===== src/rtl/sync_fifo_pkg.sv =====
`default_nettype none
// ============================================================================
//  Module      : sync_fifo_pkg
//  Description : Shared constants and types for the synchronous FIFO read
//                adapter and its 3-entry capture buffer.
//  Contents    : SKID_DEPTH  - capture buffer depth
//                ptr2_t      - 2-bit circular pointer type
//                ptr_inc()   - pointer increment wrapping 2 -> 0
//  Revision    : 1.0 - initial release
// ============================================================================
package sync_fifo_pkg;

  localparam int SKID_DEPTH = 3;

  typedef logic [1:0] ptr2_t;

  // Advance a circular pointer; the buffer has 3 slots, so 2 wraps to 0.
  function automatic ptr2_t ptr_inc(input ptr2_t p);
    return (p == ptr2_t'(SKID_DEPTH - 1)) ? ptr2_t'(0) : ptr2_t'(p + ptr2_t'(1));
  endfunction

endpackage : sync_fifo_pkg
`default_nettype wire


===== src/rtl/skid_buffer3.sv =====
`default_nettype none
// ============================================================================
//  Module      : skid_buffer3
//  Description : 3-entry circular store with occupancy count. Push writes the
//                tail, pop retires the head; simultaneous push and pop keep
//                the count and advance both pointers. The caller guarantees
//                no push when full and no pop when empty.
//  Ports       : clk, rst_n      - clock, synchronous active-low reset
//                i_push/i_push_data - write one word at the tail
//                i_pop           - retire the head word
//                o_head          - word at the head (valid when o_count != 0)
//                o_count         - occupancy 0..3
//  Revision    : 1.0 - initial release
// ============================================================================
module skid_buffer3
  import sync_fifo_pkg::*;
#(
  parameter int DATA_WIDTH = 8
) (
  input  logic                  clk,
  input  logic                  rst_n,
  input  logic                  i_push,
  input  logic [DATA_WIDTH-1:0] i_push_data,
  input  logic                  i_pop,
  output logic [DATA_WIDTH-1:0] o_head,
  output logic [1:0]            o_count
);

  logic [DATA_WIDTH-1:0] r_mem [SKID_DEPTH];
  ptr2_t                 r_head;
  ptr2_t                 r_tail;
  logic [1:0]            r_count;

  always_ff @(posedge clk) begin
    if (!rst_n) begin
      r_head  <= '0;
      r_tail  <= '0;
      r_count <= '0;
    end else begin
      if (i_push) r_tail <= ptr_inc(r_tail);
      if (i_pop)  r_head <= ptr_inc(r_head);
      case ({i_push, i_pop})
        2'b10:   r_count <= r_count + 2'd1;
        2'b01:   r_count <= r_count - 2'd1;
        default: r_count <= r_count;
      endcase
    end
  end

  // Storage carries no reset: contents are only observed when count != 0.
  always_ff @(posedge clk) begin
    if (i_push) r_mem[r_tail] <= i_push_data;
  end

  assign o_head  = r_mem[r_head];
  assign o_count = r_count;

endmodule : skid_buffer3
`default_nettype wire


===== src/rtl/sync_fifo_stream_reader.sv =====
`default_nettype none
// ============================================================================
//  Module      : sync_fifo_stream_reader
//  Description : Read-side adapter for the synchronous FIFO. Issues FIFO reads,
//                captures the registered read data one cycle later into a
//                3-entry buffer and presents it as a valid/ready stream with
//                packet framing (m_last every PKT_LEN beats).
//  Ports       : clk, rst_n   - clock, synchronous active-low reset
//                en           - allow new FIFO reads
//                fifo_empty   - FIFO empty flag
//                fifo_rdata   - FIFO registered read data
//                fifo_r_en    - FIFO read request
//                m_valid/m_ready/m_data/m_last - downstream stream
//                idle         - buffer empty and no read in flight
//  Revision    : 1.0 - initial release
// ============================================================================
module sync_fifo_stream_reader
  import sync_fifo_pkg::*;
#(
  parameter int DATA_WIDTH = 8,
  parameter int PKT_LEN    = 4
) (
  input  logic                  clk,
  input  logic                  rst_n,
  input  logic                  en,
  input  logic                  fifo_empty,
  input  logic [DATA_WIDTH-1:0] fifo_rdata,
  output logic                  fifo_r_en,
  output logic                  m_valid,
  input  logic                  m_ready,
  output logic [DATA_WIDTH-1:0] m_data,
  output logic                  m_last,
  output logic                  idle
);

  localparam logic [7:0] c_LAST_BEAT = 8'(PKT_LEN - 1);

  logic                  r_pend;
  logic [7:0]            r_beat;
  logic [1:0]            w_count;
  logic [2:0]            w_occupancy;
  logic                  w_issue;
  logic                  w_valid;
  logic                  w_pop;
  logic [DATA_WIDTH-1:0] w_head;

  // The in-flight read counts against capacity, so a granted read always
  // has a slot waiting when its data lands. Only registered state feeds
  // this, keeping m_ready off the fifo_r_en path.
  assign w_occupancy = {1'b0, w_count} + {2'b00, r_pend};
  assign w_issue     = rst_n & en & ~fifo_empty & (w_occupancy < 3'(SKID_DEPTH));

  assign w_valid = rst_n & (w_count != 2'd0);
  assign w_pop   = w_valid & m_ready;

  always_ff @(posedge clk) begin
    if (!rst_n) r_pend <= 1'b0;
    else        r_pend <= w_issue;
  end

  // Beat position within the current packet; independent of en so a packet
  // may straddle a pause.
  always_ff @(posedge clk) begin
    if (!rst_n) begin
      r_beat <= '0;
    end else if (w_pop) begin
      r_beat <= (r_beat == c_LAST_BEAT) ? 8'd0 : r_beat + 8'd1;
    end
  end

  // fifo_rdata is only meaningful the cycle after a granted read.
  skid_buffer3 #(
    .DATA_WIDTH (DATA_WIDTH)
  ) u_skid (
    .clk         (clk),
    .rst_n       (rst_n),
    .i_push      (r_pend),
    .i_push_data (fifo_rdata),
    .i_pop       (w_pop),
    .o_head      (w_head),
    .o_count     (w_count)
  );

  assign fifo_r_en = w_issue;
  assign m_valid   = w_valid;
  assign m_data    = w_head;
  assign m_last    = w_valid & (r_beat == c_LAST_BEAT);
  assign idle      = ~rst_n | ((w_count == 2'd0) & ~r_pend);

endmodule : sync_fifo_stream_reader
`default_nettype wire


===== config.mk =====
export PLATFORM = sky130hd
export DESIGN_NAME = sync_fifo_stream_reader
export DESIGN_NICKNAME = d
export VERILOG_FILES = /design/src/rtl/sync_fifo_pkg.sv /design/src/rtl/skid_buffer3.sv /design/src/rtl/sync_fifo_stream_reader.sv
export SDC_FILE = /design/constraint.sdc
export NUM_CORES = 1
export LEC_CHECK = 0
export BUFFER_PORTS_ARGS = -buffer_cell sky130_fd_sc_hd__buf_2
export CELL_PAD_IN_SITES_DETAIL_PLACEMENT = 2
export CELL_PAD_IN_SITES_GLOBAL_PLACEMENT = 2
export CORE_MARGIN = 2
export CORE_UTILIZATION = 37
export DETAILED_ROUTE_END_ITERATION = 7
export MAX_ROUTING_LAYER = met4
export PLACE_DENSITY = 0.85
export RECOVER_POWER = 50
export SETUP_SLACK_MARGIN = 0.5
export SYNTH_ARGS = -nofsm -noshare
export SYNTH_HDL_FRONTEND = slang
export SYNTH_SLANG_ARGS = --single-unit

===== constraint.sdc =====
create_clock -name clk -period 2.22 [get_ports clk]
set_input_delay 0.222 -clock clk [delete_from_list [all_inputs] [get_ports clk]]
set_output_delay 0.222 -clock clk [all_outputs]
set_load 0.02 [all_outputs]

==> reports/results.ini <==
[cells_and_area]
nets=180
stdcell_count=216
mostFrequentLayoutCells=edfxtp_1 (24), nand2_1 (16), buf_2 (14)
final_common_cell=edfxtp_1
layout-drive-gt1-share_pct=26.2
antenna_cells=0
syn2layout_area_growth_pct=21.9
fill_cells=442

[yosys]
synth_cell_types=32
syn_inst=131
synth-main-ff-cell=edfxtp_1
synth_warnings=0
synth_compound_gate_area_share_pct=8.20
synth_area_um2=1660
ys_seq_elements=41
syn-num-nets=148
synth_top_family_by_area=simple AND/OR/NAND/NOR gates
async_reset_ff_share_pct=0
synth_area_leaders=edfxtp_1 (43%), dfxtp_1 (20%), mux2i_1 (4.8%)
synth_xor_area_share_pct=4.21
avgSynthCellArea_um2=12.7
seq_area_frac_synth_pct=63.8
synth.top_cell.area_share_pct=43.3
yosysTopAreaCell=edfxtp_1
muxShareOfSynthArea_pct=4.81
synthSimpleGateAreaFrac_pct=14.3
synth_edf_count=24
synthAdderAreaFrac_pct=3.01

[power_and_ir_drop]
clockPowerShare_pct=32.5
p_leak_nw=0.691
pwr-share-comb_pct=9.2
ir_drop_v=0.000313
p_per_area_nw_per_um2=711
p_sw_uw=348
seqPwrFrac_pct=58.3
swShare_pct=24.1
intPower_mw=1.09

[cts]
hold_buffers=0
h-tree-depth=2
cts_max_path_buffers=2
clock_sinks=41
cts_buffers=5
clk_pin_slew_ps=80
cts_tree=done
worstSkewPairLatency_ps=290
clockRootBuffer=clkbuf_8

[global_route]
gr-total-overflow=0
grt_max_degree=17
grt_pass1_wl_mm=6.25
grt_usage_pct=16.7
antenna_found_initial=0
grt_pass1_vias=1219

[placed_design]
place_hpwl_mm=2.79
post-place-ws_ps=421
place.gp.congestion=0.774
port_buffers=24
dp.cells=207

[drt]
drt_wl_total_mm=3.97
vias=1119
first_pass_iters=3
viasPerCell=5.18
drt-initial-drc-count=64
drc=0
ant_nets=0
wl_per_cell_um=18.4

[critical_path]
worst-path-max-fanout=4
r2r_start=u_skid.o_count[0]$_SDFFE_PN0P_
path_class=reg -> out
start_kind=flip-flop
cp-startpoint=u_skid.o_count[0]$_SDFFE_PN0P_
cp.required_ps=2000
endpoint_kind=output port
worstPathArrival_ps=1630

[sta]
setup_viol_count_final=0
min_period_ps=1850
finalCritPeriodShare_pct=83.4
fmax_mhz=540
hold_violations=0
fin_worst_skew_ps=8.78
slew-limit-headroom_pct=65.5
rsz0062_at_grt=true
drv_slew=0
worst_slew_pin_slew_ps=518
fin_hold_ws_ps=151
final.setup.tns_ps=0
setup_slack_ps=368

[floorplanning]
die_h_um=71.1
core_um2=4350
start_util_pct=38.2
die_area_um2=5050
ios=25
fp.dieW_um=71.1
num_rows=24

[outcome]
status=finished clean

[run]
maxCapViolations=0

[min_path]
min_from=fifo_empty
hold_class=in -> reg

-- per-stage QoR --
stage	util, %	area [um2]	power (mW)
final	46.6	2030	1.44
after floorplan	-	1670	0.927
after detailed placement	42.8	1870	0.978
after global placement	42.8	1870	0.968
after CTS	46.1	2010	1.45
after global routing	46.6	2030	1.51
-- path summary, 6_finish.rpt --
| kind | slack (ps) | to | cells after the start |
|---|---|---|---|
| setup / recovery | 370 | fifo_r_en | 4 |
| setup reg to reg | 410 | u_skid.o_count[1]$_SDFFE_PN0P_ | 6 |
| hold / removal | 150 | r_pend$_SDFF_PN0_ | 2 |
| hold reg to reg | 490 | flip-flop | 1 |
-- per-layer routing --
layer  global-route usage, %  vias to the layer above  wire (um)
li1                        -                      537          -
met1                    18.3                      554       1510
met2                    31.0                       22       2300
met3                    3.56                        6        104
met4                    3.77                        0         55
met5                       -                        -          0
-- Yosys cell counts, types with 3 or more instances --
library cell   n
a21oi_1        3
dfxtp_1       17
edfxtp_1      24
ha_1           4
mux2i_1        8
nand2_1       16
nand3_1        4
nor2_1         6
o21ai_0       10
xor2_1         6
-- registers in the layout, summed over array words and instances (netlist names), named ones only --
register and cells:
u_skid.o_count 2, u_skid.r_head 2, r_beat 8, u_skid.r_tail 2
u_skid.r_mem 24, r_pend 1
-- timing repair --
action / 4_1_cts / 5_1_grt
pin swaps: 2 / 1
buffers inserted: 1 / 0
resized for setup: 13 / 8
endpoints found under the setup margin: 10 / 7
-- power by group through the flow --
stage | registers [mW] | clock network (mW) | logic [mW]
after floorplan | 0.846 | 0 | 0.0817
after global placement | 0.855 | 0 | 0.113
after detailed placement | 0.857 | 0 | 0.120
after CTS | 0.843 | 0.479 | 0.129
after global routing | 0.844 | 0.518 | 0.145
final | 0.841 | 0.468 | 0.132
-- final cells by class --
cell class	instances	area (um2)	share of cell area (%)
Clock buffer	6	72.6	3.58
Clock inverter	2	10.0	0.494
Inverter	3	16.3	0.802
Multi-Input combinational cell	84	653	32.2
Sequential cell	41	1070	52.7
Tap cell	52	65.1	3.21
Timing Repair Buffer	28	141	6.97
-- logic make-up after synthesis --
family,after synthesis
fa+ha+maj,4
flops,41
simple gates,43
compound gates,21
xor+xnor,8
mux,8
buf+inv,6
-- worst max-delay path, stage by stage, from the launching register on --
cell	delay, ps
dfxtp_1	450
ha_4	180
ha_4	200
a2111oi_4	310
buf_4	210
Power figures use the tool's default switching activity.
